[config.mk]
export PLATFORM = sky130hd
export DESIGN_NAME = seq_divider
export DESIGN_NICKNAME = d
export VERILOG_FILES = /design/src/rtl/div_pkg.sv /design/src/rtl/div_step.sv /design/src/rtl/seq_divider.sv
export SDC_FILE = /design/constraint.sdc
export NUM_CORES = 1
export LEC_CHECK = 0
export ABC_AREA = 1
export ABC_CLOCK_PERIOD_IN_PS = 7000
export CORE_MARGIN = 2
export CORE_UTILIZATION = 65
export DETAILED_ROUTE_END_ITERATION = 7
export GPL_ROUTABILITY_DRIVEN = 0
export PLACE_DENSITY = 0.88
export SYNTH_ARGS = -nofsm -noshare
export SYNTH_HDL_FRONTEND = slang
export SYNTH_HIERARCHICAL = 1
export SYNTH_SLANG_ARGS = --single-unit
[constraint.sdc]
create_clock -name i_clk -period 7 [get_ports i_clk]
set_input_delay 1.05 -clock i_clk [delete_from_list [all_inputs] [get_ports i_clk]]
set_output_delay 1.05 -clock i_clk [all_outputs]
set_load 0.05 [all_outputs]
[src/rtl/div_pkg.sv]
// Shared types and constants for the sequential RV32M divider.
// Op encoding matches RV32M funct3[1:0]; op[1] selects remainder, op[0] selects unsigned.
package div_pkg;

    localparam int XLEN      = 32;
    localparam int DIV_ITERS = 32;
    localparam int CNT_W     = $clog2(DIV_ITERS);

    typedef enum logic [1:0] {
        OP_DIV  = 2'b00,
        OP_DIVU = 2'b01,
        OP_REM  = 2'b10,
        OP_REMU = 2'b11
    } div_op_e;

    typedef enum logic [1:0] {
        ST_IDLE = 2'd0,
        ST_CALC = 2'd1,
        ST_DONE = 2'd2
    } div_state_e;

    function automatic logic op_is_signed(input div_op_e op);
        return (op == OP_DIV) || (op == OP_REM);
    endfunction

endpackage

[src/rtl/div_step.sv]
// One restoring-division iteration: shift rem:quo left, trial-subtract divisor, restore on borrow.
// Purely combinational; the caller registers rem_o/quo_o.
module div_step
    import div_pkg::*;
(
    input  logic [XLEN-1:0] rem_i,
    input  logic [XLEN-1:0] quo_i,
    input  logic [XLEN-1:0] divisor_i,
    output logic [XLEN-1:0] rem_o,
    output logic [XLEN-1:0] quo_o
);

    logic [XLEN:0] shifted_rem;
    logic [XLEN:0] trial;
    logic          borrow;

    // rem < divisor on entry, so the 33-bit difference never wraps past its sign bit.
    always_comb begin
        shifted_rem = {rem_i, quo_i[XLEN-1]};
        trial       = shifted_rem - {1'b0, divisor_i};
        borrow      = trial[XLEN];
        rem_o       = borrow ? shifted_rem[XLEN-1:0] : trial[XLEN-1:0];
        quo_o       = {quo_i[XLEN-2:0], ~borrow};
    end

endmodule

[src/rtl/seq_divider.sv]
// Sequential 32-bit RV32M divider: 32-cycle restoring core, sign fix-up, 1-cycle divide-by-zero path.
// Result valid one cycle after the last step; start is ignored while busy (no queuing).
module seq_divider
    import div_pkg::*;
(
    input  logic            i_clk,
    input  logic            i_reset,
    input  logic            i_start,
    input  logic [1:0]      i_op,
    input  logic [XLEN-1:0] i_dividend,
    input  logic [XLEN-1:0] i_divisor,
    output logic            o_busy,
    output logic            o_valid,
    output logic [XLEN-1:0] o_result
);

    div_state_e        state_q, state_d;
    div_op_e           op_q, op_d;
    logic [XLEN-1:0]   rem_q, rem_d;
    logic [XLEN-1:0]   quo_q, quo_d;
    logic [XLEN-1:0]   divisor_q, divisor_d;
    logic [CNT_W-1:0]  cnt_q, cnt_d;
    logic              neg_quo_q, neg_quo_d;
    logic              neg_rem_q, neg_rem_d;
    logic [XLEN-1:0]   result_q, result_d;
    logic              busy_q, busy_d;
    logic              valid_q, valid_d;

    logic [XLEN-1:0]   step_rem;
    logic [XLEN-1:0]   step_quo;
    div_op_e           in_op;
    logic              in_signed;

    div_step u_step (
        .rem_i     (rem_q),
        .quo_i     (quo_q),
        .divisor_i (divisor_q),
        .rem_o     (step_rem),
        .quo_o     (step_quo)
    );

    assign in_op     = div_op_e'(i_op);
    assign in_signed = op_is_signed(in_op);

    always_comb begin
        state_d   = state_q;
        op_d      = op_q;
        rem_d     = rem_q;
        quo_d     = quo_q;
        divisor_d = divisor_q;
        cnt_d     = cnt_q;
        neg_quo_d = neg_quo_q;
        neg_rem_d = neg_rem_q;
        result_d  = result_q;
        busy_d    = busy_q;
        valid_d   = 1'b0;

        case (state_q)
            ST_IDLE: begin
                busy_d = 1'b0;
                if (i_start) begin
                    op_d   = in_op;
                    busy_d = 1'b1;
                    if (i_divisor == '0) begin
                        // RV32M defines x/0: quotient all-ones, remainder is the raw dividend.
                        result_d = in_op[1] ? i_dividend : '1;
                        valid_d  = 1'b1;
                        state_d  = ST_DONE;
                    end else begin
                        quo_d     = (in_signed && i_dividend[XLEN-1]) ? -i_dividend : i_dividend;
                        divisor_d = (in_signed && i_divisor[XLEN-1])  ? -i_divisor  : i_divisor;
                        rem_d     = '0;
                        cnt_d     = '0;
                        neg_quo_d = in_signed && (i_dividend[XLEN-1] ^ i_divisor[XLEN-1]);
                        neg_rem_d = in_signed && i_dividend[XLEN-1];
                        state_d   = ST_CALC;
                    end
                end
            end
            ST_CALC: begin
                rem_d = step_rem;
                quo_d = step_quo;
                cnt_d = cnt_q + 1'b1;
                if (cnt_q == CNT_W'(DIV_ITERS - 1)) begin
                    // Overflow case (MIN / -1) falls out naturally: |MIN| negated is MIN again.
                    if (op_q[1]) begin
                        result_d = neg_rem_q ? -step_rem : step_rem;
                    end else begin
                        result_d = neg_quo_q ? -step_quo : step_quo;
                    end
                    valid_d = 1'b1;
                    state_d = ST_DONE;
                end
            end
            ST_DONE: begin
                busy_d  = 1'b0;
                state_d = ST_IDLE;
            end
            default: begin
                busy_d  = 1'b0;
                state_d = ST_IDLE;
            end
        endcase
    end

    always_ff @(posedge i_clk or negedge i_reset) begin
        if (!i_reset) begin
            state_q   <= ST_IDLE;
            op_q      <= OP_DIV;
            rem_q     <= '0;
            quo_q     <= '0;
            divisor_q <= '0;
            cnt_q     <= '0;
            neg_quo_q <= 1'b0;
            neg_rem_q <= 1'b0;
            result_q  <= '0;
            busy_q    <= 1'b0;
            valid_q   <= 1'b0;
        end else begin
            state_q   <= state_d;
            op_q      <= op_d;
            rem_q     <= rem_d;
            quo_q     <= quo_d;
            divisor_q <= divisor_d;
            cnt_q     <= cnt_d;
            neg_quo_q <= neg_quo_d;
            neg_rem_q <= neg_rem_d;
            result_q  <= result_d;
            busy_q    <= busy_d;
            valid_q   <= valid_d;
        end
    end

    assign o_busy   = busy_q;
    assign o_valid  = valid_q;
    assign o_result = result_q;

endmodule
==> impl_results.md, run 1 <==
* Outcome: finished, violations left
* Violated checks: design-rule violations
* Rel. slew slack at 24.3%
* Vias at 14,805
* First-pass GRT wire length at 66.5 mm
* Crit path max fanout at 34
* Worst skew pair latency at 0.44 ns
* Final Worst Setup Slack at 2.85 ns
* Fin Hold WS at 0.481 ns
* Final Skew at 0.0140 ns
* Via density at 5.91
* Core area at 0.0196 mm2
* Top_reg_cell synth: dfrtp_1
* Wire length per cell at 16.2 um
* Leading cell types in the layout, fill and taps excluded: nand2_1 (817), inv_1 (288), nand3_1 (248)
* Initial antenna violation count at 0
* Antenna Nets Post-Route at 0
* # IOs at 103
* Post-Route Utilization at 73.9%
* Residual DRC count at 3
* Crit start category: flip-flop
* Nets@finish at 2,337
* EDFF count, synth at 0
* Count of pins over their slew limit at 0
* Die Span Y at 146 um
* Setup CP Type: flip-flop to flip-flop
* Hold Crit Class: flip-flop to flip-flop
* Post-synthesis register bit count at 140
* Clock tree sinks at 140
* Hold Violations, Final at 0
* FF-to-FF End: o_result[20]
* Worst Setup EP: o_result[20]
* Vias in the first global route at 13,594
* Layout cells sized above 1 at 3.66%
* Post-synth ARST share at 100%
* P&R area growth vs syn at 10.8%
* Yosys warns at 6
* Distinct cells, synth at 45
* Post-synthesis instance area at 0.0131 mm2
* Hold Buf Count CTS at 0
* Row count at 51
* CP required at 7.33 ns
* Crit path max-delay cell type: fa_1
* H-tree levels at 4
* 1st-pass router iterations at 8
* Place WS at 3.07 ns
* Post CTS Setup Buffer Count at 0
* Slew @ Worst Pin at 1.14 ns
* Worst-path clk slew at 0.07 ns
* Post-CTS sizing at 0
* Tot GR Track Use at 38.3%
* DR iter-0 viols at 2,038
* Dpl hpwl at 30.6 mm
* Register area at 0.00350 mm2
* Total Neg Setup Slack at 0 ns
* Critical Path, Cell by Cell: inv_1 -> ha_1 -> fa_1 -> inv_1 -> nand2_1 -> nand2_1 -> nand3_1 -> nand2_2 -> nand2_1 -> nand2_2 -> nand2_2 -> nand3_1 -> nand2_4 -> inv_1 -> ha_1 -> nand3_1 -> nand2_1 -> nand3_1 -> nor2_1 -> nand3b_1 -> nand3_1 -> nand3_1 -> nand2_1 -> nand2_1
* Largest net degree at the start of global routing at 80
* Die Width at 146 um
* RR Startpoint: quo_q[31]
* Multi-input gate area at 0.00785 mm2
* Post-synthesis sequential area ratio at 26.8%
* Fill count at 1,711
* Grt ovf at 0
* Setup violators final at 0
* CTS Buf Count at 17
* Max-Cap Viols at 0
* CTS root buf: clkbuf_16
* Critical path endpoint category: flip-flop
* Arrival @ worst endpoint at 4.48 ns
* Max clock buf depth at 2
* R2r setup slk at 2.85 ns
* Syn Nets at 2,304
* Die ar. at 0.0212 mm2
* Post-Syn Instances at 2,196
* Largest stage delay, worst path at 0.44 ns
* DRT Wirelength at 40.7 mm
* RSZ-0062 raised after global routing: false
* Initial core utilization at 66.7%
* CTS tree: done
* Crit path launch: quo_q[31]
* N_diodes at 0
* Fin crit period at 4.15 ns
* Max Freq at 241 MHz
* Worst reg2reg path depth at 24
* Crit share post-route at 59.3%
* Most common cell after layout, fill and taps aside: nand2_1
* PortBufs at 102
* Synthesized area per cell at 5.95 um2
==> cells in the mapped netlist, types with 11 or more instances <==
library cell	count	area share, %
nand2_1	818	24
inv_1	288	8.3
nand3_1	248	9.5
nor2_1	178	5.1
dfrtp_1	140	27
o21ai_0	122	4.7
a21oi_1	63	2.4
xor2_1	43	2.9
ha_1	38	3.6
buf_4	35	2.0
nand4_1	33	1.6
clkbuf_1	27	0.78
o211ai_1	25	1.4
nor3_1	19	0.73
buf_2	18	0.69
buf_6	13	1.1
nand3b_1	11	0.63
==> cells by family after synthesis <==
| kind of cell | synth area share (%) |
|---|---|
| simple gates | 43.2 |
| buf+inv | 13.2 |
| compound gates | 9.85 |
| flops | 26.8 |
| xor+xnor | 3.15 |
| fa+ha+maj | 3.79 |
==> worst min-delay path by stage <==
stage	start	endpoint	slack, ns	cells past startpoint
final	o_result[28]	o_result[28]	0.48	2
after global routing	divisor_q[28]	divisor_q[28]	0.50	2
after CTS	o_busy	o_busy	0.48	2
after detailed placement	o_busy	o_busy	0.46	2
after global placement	o_result[24]	o_result[24]	0.46	2
after floorplan	cnt_q[4]	cnt_q[4]	0.45	2
==> registers in the layout, indices dropped and copies added, names as in the netlist <==
name       flops
cnt_q          5
divisor_q     32
neg_quo_q      1
neg_rem_q      1
o_busy         1
o_result      32
o_valid        1
op_q           1
quo_q         32
rem_q         32
state_q        2
==> worst max-delay path, delay by kind of cell, from the launching register on <==
kind / cells / cell delay, ns
buffers and inverters: 3 / 0.37
flip-flops: 1 / 0.37
AND/OR/NAND/NOR: 18 / 2.43
adder cells (fa/ha/maj): 3 / 0.87
==> final cells by class <==
class,count,area share (%)
flip-flops and latches,140,24.2
clock buffers,19,3.13
repair buffers,110,7.48
multi-input cells,1665,54.2
inverters,295,7.72
clock inverters,13,0.985
well taps,265,2.29
==> per-layer routing <==
| metal | vias up | wire length [um] | global-route usage, % |
|---|---|---|---|
| li1 | 6984 | - | - |
| met5 | - | 0 | 0 |
| met4 | 0 | 2130 | 18.0 |
| met1 | 6621 | 16400 | 51.7 |
| met3 | 193 | 4460 | 8.12 |
| met2 | 1007 | 17700 | 59.1 |
==> stage by stage <==
stage	area, um2	instances
4_1_cts	14500	2507
3_3_place_gp	13900	2475
5_1_grt	14500	2507
2_1_floorplan	13100	2196
3_5_place_dp	13900	2475
6_report	14500	2507
Power of run 1 is left out: the tool's default activity adds up to more than one toggle a clock period on the data nets, which glitch-free logic cannot reach.
==> inputs of run 2 (changes only) <==
--- a/config.mk
+++ b/config.mk
@@ -6,12 +6,12 @@
 export NUM_CORES = 1
 export LEC_CHECK = 0
 export ABC_AREA = 1
-export ABC_CLOCK_PERIOD_IN_PS = 7000
+export ABC_CLOCK_PERIOD_IN_PS = 4000
 export CORE_MARGIN = 2
-export CORE_UTILIZATION = 65
+export CORE_UTILIZATION = 61
 export DETAILED_ROUTE_END_ITERATION = 7
 export GPL_ROUTABILITY_DRIVEN = 0
-export PLACE_DENSITY = 0.88
+export PLACE_DENSITY = 0.83
 export SYNTH_ARGS = -nofsm -noshare
 export SYNTH_HDL_FRONTEND = slang
 export SYNTH_HIERARCHICAL = 1
==> constraint.sdc (replaced) <==
create_clock -name i_clk -period 4 [get_ports i_clk]
set_input_delay 0.6 -clock i_clk [delete_from_list [all_inputs] [get_ports i_clk]]
set_output_delay 0.6 -clock i_clk [all_outputs]
set_load 0.05 [all_outputs]
==> impl_results.md, run 2 (synthesized netlist as in run 1, its figures left out) <==
* Outcome: finished clean (was finished, violations left)
* Critical Path, Cell by Cell: inv_1 -> ha_1 -> fa_1 -> inv_1 -> nand2_1 -> nand2_1 -> nand3_1 -> nand2_2 -> nand2_1 -> nand2_2 -> nand2_2 -> nand3_1 -> nand2_4 -> buf_4 -> nand2_1 -> nand2_1 -> nor2_1 -> nand3_1 -> o21ai_1 -> nand3_1 -> nand3_1 -> nand3_1 -> nand2_1 -> nand2_1 (was inv_1 -> ha_1 -> fa_1 -> inv_1 -> nand2_1 -> nand2_1 -> nand3_1 -> nand2_2 -> nand2_1 -> nand2_2 -> nand2_2 -> nand3_1 -> nand2_4 -> inv_1 -> ha_1 -> nand3_1 -> nand2_1 -> nand3_1 -> nor2_1 -> nand3b_1 -> nand3_1 -> nand3_1 -> nand2_1 -> nand2_1)
* Clock tree sinks at 140 (unchanged)
* CP bufs+invs at 3 (unchanged)
* N_diodes at 0 (unchanged)
* Most common cell on crit path: nand2_1
* Hold Violations, Final at 0 (unchanged)
* Final Skew at 0.0153 ns (was 0.0140 ns)
* Crit start category: flip-flop (unchanged)
* Leading cell types in the layout, fill and taps excluded: nand2_1 (817), inv_1 (288), nand3_1 (247) (was nand2_1 (817), inv_1 (288), nand3_1 (248))
* Crit path max fanout at 19 (was 34)
* DRT Wirelength at 41.1 mm (was 40.7 mm)
* FF-to-FF End: o_result[21] (was o_result[20])
* Fill count at 1,894 (was 1,711)
* Setup violators final at 0 (unchanged)
* RR Startpoint: quo_q[31] (unchanged)
* CTS root buf: clkbuf_16 (unchanged)
* Antenna Nets Post-Route at 0 (unchanged)
* # IOs at 103 (unchanged)
* Slew @ Worst Pin at 1.15 ns (was 1.14 ns)
* Count of pins over their slew limit at 0 (unchanged)
* 1st-pass router iterations at 7 (was 8)
* Setup CP Type: flip-flop to flip-flop (unchanged)
* PortBufs at 102 (unchanged)
* Core area at 0.0210 mm2 (was 0.0196 mm2)
* Die Width at 150 um (was 146 um)
* Arrival @ worst endpoint at 4.03 ns (was 4.48 ns)
* Via density at 5.79 (was 5.91)
* Crit share post-route at 92.6% (was 59.3%)
* H-tree levels at 4 (unchanged)
* R2r setup slk at 0.29 ns (was 2.85 ns)
* Total Neg Setup Slack at 0 ns (unchanged)
* Family with the most delay on the worst path: simple AND/OR/NAND/NOR gates (unchanged)
* Max-Cap Viols at 0 (unchanged)
* Grt ovf at 0 (unchanged)
* Max clock buf depth at 2 (unchanged)
* Dpl hpwl at 31.4 mm (was 30.6 mm)
* Die Span Y at 150 um (was 146 um)
* Most common cell after layout, fill and taps aside: nand2_1 (unchanged)
* CTS tree: done (unchanged)
* Hold Crit Class: input port to async pin (was flip-flop to flip-flop)
* Vias at 14,626 (was 14,805)
* Worst-path clk slew at 0.07 ns (about the same)
* P&R area growth vs syn at 11.3% (was 10.8%)
* First-pass GRT wire length at 66.0 mm (was 66.5 mm)
* Largest net degree at the start of global routing at 93 (was 80)
* Nets@finish at 2,344 (was 2,337)
* Row count at 53 (was 51)
* Rel. slew slack at 23.2% (was 24.3%)
* CP required at 4.33 ns (was 7.33 ns)
* Layout cells sized above 1 at 4.18% (was 3.66%)
* CTS Buf Count at 17 (unchanged)
* Initial core utilization at 62.1% (was 66.7%)
* Crit path max-delay cell type: fa_1 (unchanged)
* Post CTS Setup Buffer Count at 0 (unchanged)
* Fin crit period at 3.71 ns (was 4.15 ns)
* Worst reg2reg path depth at 24 (unchanged)
* Residual DRC count at 0 (was 3)
* Tot GR Track Use at 36.9% (was 38.3%)
* Initial antenna violation count at 0 (unchanged)
* Wire length per cell at 16.3 um (was 16.2 um)
* Max Freq at 270 MHz (was 241 MHz)
* Largest stage delay, worst path at 0.42 ns (was 0.44 ns)
* DR iter-0 viols at 1,827 (was 2,038)
* RSZ-0062 raised after global routing: false (unchanged)
* Worst skew pair latency at 0.44 ns (about the same)
* Die ar. at 0.0226 mm2 (was 0.0212 mm2)
* Critical path endpoint category: flip-flop (unchanged)
* Vias in the first global route at 13,376 (was 13,594)
[run 2: worst max path at each step]
stage / start / cells after the start / slack, ns / endpoint
after global placement: quo_q[31] / 26 / 0.42 / o_result[28]
after global routing: quo_q[31] / 24 / 0.0005 / o_result[21]
after detailed placement: quo_q[31] / 26 / 0.30 / o_result[28]
after CTS: quo_q[31] / 26 / 0.24 / o_result[28]
final: quo_q[31] / 24 / 0.29 / o_result[21]
after floorplan: quo_q[31] / 27 / 0.74 / o_result[22]
[run 2: cell type report]
class,instances,area [um2],area share [%]
repair buffers,116,1130,7.75
flip-flops and latches,140,3500,24.1
clock inverters,15,149,1.02
inverters,295,1120,7.68
clock buffers,17,425,2.92
multi-input cells,1666,7880,54.2
well taps,275,344,2.37
[run 2: repair_timing]
action	CTS	global route
hold buffers	0	0
gates resized for setup	0	10
setup endpoints to repair	0	15
[run 2: worst reg2reg max path: cells and delay by family (launching register included)]
| kind | cells | cell delay (ns) |
|---|---|---|
| buffers and inverters | 3 | 0.40 |
| AO/OA/AOI/OAI | 1 | 0.32 |
| adder cells (fa/ha/maj) | 2 | 0.65 |
| flip-flops | 1 | 0.37 |
| AND/OR/NAND/NOR | 18 | 1.86 |
[run 2: metal layers]
layer	vias up	wire length, um	track usage (%)
met5	-	0	0
met4	0	1930	18.0
met3	145	4330	6.88
met2	859	18000	56.6
met1	6599	16800	50.2
li1	7023	-	-
[run 2: per-stage QoR]
step                utilization [%]  setup WS, ns  area [um2]  std cells  hold WS (ns)
global placement               66.3         0.422       13900       2491         0.460
global route                   69.2      0.000453       14500       2524         0.330
floorplan                         -         0.740       13100       2196         0.304
finish                         69.2         0.294       14500       2524         0.266
CTS                            69.0         0.240       14500       2523         0.290
detailed placement             66.3         0.299       13900       2491         0.470
Power of run 2 is left out for the same reason.
==> inputs of run 3 (changes only) <==
==> constraint.sdc (replaced) <==
create_clock -name i_clk -period 4 [get_ports i_clk]
set_input_delay 0.6 -clock i_clk [delete_from_list [all_inputs] [get_ports i_clk]]
set_output_delay 0.6 -clock i_clk [all_outputs]
set_load 0.005 [all_outputs]
==> results of run 3 <==
No change in the layout: final DEF, timing and power equal those of run 2.
Power of run 3 is left out for the same reason.
